===== src/rtl/scic_io_port.sv =====
// Memory-mapped I/O responder for the SCIC core: debounced switch inputs, latched LEDs
// with per-bit blink mask, and a pollable switch-change status bit.
module scic_io_port #(
  parameter int unsigned DEBOUNCE_CYCLES = 4,
  parameter int unsigned BLINK_DIV       = 8,
  parameter logic [3:0]  LED_RESET       = 4'h0
) (
  input  logic       clock,
  input  logic       reset,
  input  logic [1:0] io_addr,
  input  logic [3:0] io_wdata,
  input  logic       io_we,
  input  logic       io_re,
  output logic [3:0] io_rdata,
  output logic       io_ack,
  input  logic [3:0] switches,
  output logic [3:0] LEDs
);

  localparam int unsigned CW = (DEBOUNCE_CYCLES < 1) ? 1 : $clog2(DEBOUNCE_CYCLES + 1);
  localparam int unsigned BW = (BLINK_DIV < 2) ? 1 : $clog2(BLINK_DIV);
  localparam logic [CW-1:0] CNT_MAX   = CW'(DEBOUNCE_CYCLES);
  localparam logic [BW-1:0] BLINK_MAX = BW'(BLINK_DIV - 1);

  logic [3:0]    sync1, sync2, cand, debounced;
  logic [CW-1:0] cnt;
  logic          changed;
  logic [3:0]    led_reg, blink_mask;
  logic [BW-1:0] blink_cnt;
  logic          phase;
  logic [3:0]    rdata_q;
  logic [3:0]    rd_next;
  logic          stable, rd_only, commit, set_changed, clr_changed;

  assign stable  = (cand == debounced);
  assign rd_only = io_re && !io_we;
  assign commit  = (sync2 == cand) && (cnt >= CNT_MAX);
  assign set_changed = commit && (cand != debounced);
  assign clr_changed = (rd_only && io_addr == 2'd0) ||
                       (io_we && io_addr == 2'd2 && io_wdata[0]);

  always_comb begin
    rd_next = '0;
    if (rd_only) begin
      case (io_addr)
        2'd0: rd_next = debounced;
        2'd1: rd_next = led_reg;
        2'd2: rd_next = {2'b00, stable, changed};
        2'd3: rd_next = blink_mask;
      endcase
    end
  end

  always_ff @(posedge clock or posedge reset) begin
    if (reset) begin
      io_ack     <= 1'b0;
      rdata_q    <= '0;
      led_reg    <= LED_RESET;
      blink_mask <= '0;
    end else begin
      io_ack  <= io_re || io_we;
      rdata_q <= rd_next;
      if (io_we) begin
        case (io_addr)
          2'd1:    led_reg    <= io_wdata;
          2'd3:    blink_mask <= io_wdata;
          default: ;
        endcase
      end
    end
  end

  always_ff @(posedge clock or posedge reset) begin
    if (reset) begin
      sync1     <= '0;
      sync2     <= '0;
      cand      <= '0;
      cnt       <= '0;
      debounced <= '0;
      changed   <= 1'b0;
    end else begin
      sync1 <= switches;
      sync2 <= sync1;
      if (sync2 != cand) begin
        cand <= sync2;
        cnt  <= '0;
      end else if (cnt < CNT_MAX) begin
        cnt <= cnt + 1'b1;
      end else begin
        debounced <= cand;
      end
      // A new debounced value outranks a same-edge software clear.
      if (set_changed)      changed <= 1'b1;
      else if (clr_changed) changed <= 1'b0;
    end
  end

  always_ff @(posedge clock or posedge reset) begin
    if (reset) begin
      blink_cnt <= '0;
      phase     <= 1'b0;
    end else if (blink_cnt == BLINK_MAX) begin
      blink_cnt <= '0;
      phase     <= ~phase;
    end else begin
      blink_cnt <= blink_cnt + 1'b1;
    end
  end

  assign io_rdata = io_ack ? rdata_q : 4'h0;
  assign LEDs     = led_reg & ~(blink_mask & {4{phase}});

endmodule


===== config.mk =====
export PLATFORM = sky130hd
export DESIGN_NAME = scic_io_port
export DESIGN_NICKNAME = d
export VERILOG_FILES = /design/src/rtl/scic_io_port.sv
export SDC_FILE = /design/constraint.sdc
export NUM_CORES = 1
export LEC_CHECK = 0
export BUFFER_PORTS_ARGS = -buffer_cell sky130_fd_sc_hd__buf_2
export CORE_ASPECT_RATIO = 1.75
export CORE_MARGIN = 5
export CORE_UTILIZATION = 45
export DETAILED_ROUTE_END_ITERATION = 10
export PLACE_DENSITY = 0.66
export SETUP_SLACK_MARGIN = 0.02
export SLEW_MARGIN = 20
export SYNTH_ARGS = -nofsm -noshare
export SYNTH_HDL_FRONTEND = slang
export SYNTH_SLANG_ARGS = --single-unit

===== constraint.sdc =====
create_clock -name clock -period 3.2 [get_ports clock]
set_input_delay 0.32 -clock clock [delete_from_list [all_inputs] [get_ports clock]]
set_output_delay 0.32 -clock clock [all_outputs]
set_load 0.02 [all_outputs]

==> After elaboration in Yosys (flattened, before gate mapping) <==
Cells that the tools add are included.
{ "totals": {"latch_bits": 0, "memories": 0, "rom_bits": 0, "elab_cells": 53, "mem_bits_rw": 0, "ff_bits": 37, "output_inout_bits": 9} }
{ "classes": {"n_reduce_logical": 15, "muxes": 8, "eq_ne": 8, "n_bitwise": 6, "n_addsub": 2, "shifts": 0, "n_mul": 0, "n_lt_le_gt_ge": 2, "div_mod_pow": 0} }
{ "op_table": {"columns": ["operator", "count"], "rows": [
  ["4-bit one-hot mux with 4 select lines", 1],
  ["3-bit 2-to-1 mux", 3],
  ["4-bit AND", 2],
  ["4-bit == test", 2],
  ["4-bit 2-to-1 mux", 2],
  ["4-bit != test", 2],
  ["3-bit by 1-bit adder with 3-bit output (second input constant)", 2],
  ["1-bit logical AND", 6],
  ["2-bit AND reduction", 3],
  ["2-bit == test (second input constant)", 2],
  ["4-bit NOT", 1],
  ["2-bit nonzero test", 2],
  ["3-bit == test (second input constant)", 1],
  ["3-bit >= comparator (second input constant)", 1],
  ["3-bit less-than comparator (second input constant)", 1],
  ["1-bit NOT", 3],
  ["2-bit by 1-bit == test with 1-bit output (second input constant)", 1],
  ["2-bit logical NOT", 1],
  ["1-bit logical OR", 2],
  ["1-bit 2-to-1 mux", 2],
  ["1-bit logical NOT", 1]
]} }

==> Logic depth before layout (Yosys ltp) <==
{ "depth": {"word_depth": 6, "ltp_mapped": 5, "mapped_depth_nobuf": 4} }

==> Worst setup path before layout <==
No wires, ideal clock.
{ "synth_path": {"kind": "reg-to-reg", "startpoint": "reg cand[3]", "endpoint": "reg debounced[0]", "arrival_time_ns": 1.336, "synth_period_minus_slack_ns": 1.461, "path_buffers": 1, "path_stages_with_launch": 6, "required_ns": 3.075, "slack_ns": 1.739, "cell_sequence": "dfrtp_1 > xnor2_1 > nand4_1 > or2_1 > buf_6 > mux2_4"} }
{ "synth_via": {"elab_chain_cells": 3} }
{ "synth_rtl": {"columns": ["element", "line", "rtl"], "rows": [
  ["start, declared", "25", "logic [3:0] sync1, sync2, cand, debounced;"],
  ["start signal, assigned", "85", "cand <= sync2;"],
  ["4-bit != test", "84", "if (sync2 != cand) begin"],
  ["1-bit NOT (no source line)", null, null],
  ["2-bit AND reduction (no source line)", null, null],
  ["end signal, assigned", "90", "debounced <= cand;"],
  ["end, declared", "25", null]
]} }
No other way between the ends.
A chain may end at the register's enable or synchronous reset.

==> Worst setup path in the final report <==
{ "layout_path": {"startpoint": "reg cand[2]", "endpoint": "reg debounced[3]"} }
Same word-level chain as after synthesis.

==> reports/metrics.yaml <==
timing:
  finalSetupViolCount: 0
  fin_crit_sh_pct: 49.9
  tns_ps: 0
  hold_viol: 0
  period_minus_slack_ps: 1600
  fin_skew_ps: 4.87
  fmax_mhz: 627
  rsz0062_at_grt: "no"
  relSlewSlack_pct: 41.7
  slew_violations: 0
  worst_pin_slew_ps: 873
clocking:
  post-cts-setup-buffers: 0
  cts_made_buffers: 5
  path_clk_slew_ps: 70
  hold_buffers: 0
  numClockSinks: 37
  clk_latency_ps: 290
  cts_resized: 0
  clockBufferDepth: 2
  cts_tree: "built"
  clk_root_buffer_cell: "clkbuf_8"
  h-tree-depth: 2
critical_path:
  start_kind: "flip-flop"
  worstSetupEndpointType: "flip-flop"
  path_class: "flip-flop to flip-flop"
  crit_fanout: 5
  cp_data_required_time_ps: 3370
  crit_arrival_ps: 1770
  r2r_slack_ps: 1600
global_routing:
  grt_pass1_wl_mm: 4.46
  antenna_found_initial: 0
  grtUsageTotal_pct: 13.5
  grt_max_degree: 25
  grt_pass1_vias: 1003
  grt_overflow: 0
die:
  die_area_sq_mm: 0.00465
  fp.dieW_um: 53.8
  start_util_pct: 47.5
  core_sq_mm: 0.00318
  rows: 27
  die_h_um: 86.6
  ios: 23
place:
  place_congestion: 0.776
  dp.final_hpwl_mm: 1.91
  io_buffers: 22
  dpl_cell_area_sq_mm: 0.00164
detailed_routing:
  first_pass_iters: 4
  drtIter0Drc: 6
  routedWlPerCell_um: 14.2
  antenna_left: 0
  route.detailed.drc: 0
  wirelength_mm: 2.55
  via_per_inst: 4.98
  via_count: 897
power_and_ir_drop:
  p_leak_nw: 0.846
  peakVddDrop_mv: 0.391
  p_per_area_mw_per_mm2: 539
yosys:
  synth_top_cell_by_area: "dfrtp_1"
  synth_most_common_cell: "dfrtp_1"
  avgSynthCellArea_sq_um: 13.3
  synth_edf_count: 0
  syn_nets: 130
  netlist.area_leader.share_pct: 61.4
  synth_flop_cell: "dfrtp_1"
  yosysWarnings: 0
  async_flop_share_pct: 100
  syn-instance-count: 113
  ys_top_cells_by_count: "37 x dfrtp_1, 9 x nor2_1, 8 x mux2_2"
  synth_cell_types: 29
  ys_seq_elements: 37
  netlist_top_cells_area: "dfrtp_1 61%, mux2_2 6.0%, mux2_4 4.0%"
  synth_area_sq_mm: 0.00151
  seq_area_frac_synth_pct: 61.4
job:
  cap_violations: 0
status:
  run_status: "completed"
finish:
  areaGrowthSynthToFinish_pct: 14.8
  drive_gt1_share_pct: 32.8
  final_cell_area_sq_mm: 0.00173
  final_nets: 153
  num_antenna_cells: 0
hold_path:
  hp-class: "primary input to flip-flop"
-- power breakdown --
part           internal [mW]  total, mW  switching (mW)
sequential             0.498      0.518          0.0193
combinational         0.0499      0.106          0.0561
clock                  0.150      0.309           0.159
-- worst paths after layout --
check / start / end / cells after the start
worst max register to register: cand[2] / debounced[3] / 4
worst max-delay path: cand[2] / debounced[3] / 4
min in group asynchronous: reset / changed / 2
max in group asynchronous: reset / sync1[0] / 3
worst min-delay path: switches[3] / sync1[3] / 1
worst min register to register: sync1[3] / sync2[3] / 0
-- cell type report --
type	instances	area (sq um)
clock buffer	5	68.8
clock inverter	3	17.5
fill	296	1450
inverter	3	11.3
multi-input combinational	66	536
sequential	37	926
tap	43	53.8
timing repair buffer	23	118
-- metal layers --
metal	GRT usage, %	share of wire (%)	vias to the layer above
li1	-	-	424
met1	14.5	37	443
met2	21.5	54	24
met3	5.68	6.3	6
met4	7.44	2.9	0
met5	0	0	-
-- per-stage QoR --
stage / utilization (%) / instances / power, mW / worst slack (ps) / hold WS (ps)
after floorplan: - / 113 / 0.598 / 1740 / 331
after global placement: 51.8 / 172 / 0.631 / 1690 / 337
after detailed placement: 51.8 / 172 / 0.635 / 1610 / 336
after CTS: 54.5 / 180 / 0.948 / 1590 / 121
after global routing: 54.5 / 180 / 0.982 / 1500 / 114
final: 54.5 / 180 / 0.932 / 1600 / 136
-- logic make-up (layout without fill, tap and decap cells) --
group / Yosys count / in the layout / synth area share (%)
fa+ha+maj: 3 / 3 / 2.49
buf+inv: 10 / 34 / 3.07
mux: 16 / 16 / 13.4
simple gates: 25 / 25 / 8.71
flops: 37 / 37 / 61.4
xor+xnor: 10 / 10 / 5.81
compound gates: 12 / 12 / 5.06
-- layout by cell type (no fill, tap or decap), types with 3 or more instances in the layout --
cell type	Yosys	layout
a21boi_0	3	3
mux2_2	8	8
a31oi_1	3	3
inv_1	3	3
xnor2_1	4	4
dfrtp_1	37	37
xor2_1	6	6
ha_1	3	3
mux2_4	4	4
buf_2	1	22
clkbuf_8	0	5
mux2i_1	3	3
nor2_1	9	9
and2_1	4	4
-- worst max-delay path, cell delays in order, from the launching register on --
cell     delay (ps)
dfrtp_1         410
xnor2_1         190
nand4_1         190
or2_1           360
mux2_4          330
No activity file was read; power rests on OpenSTA's default activity.
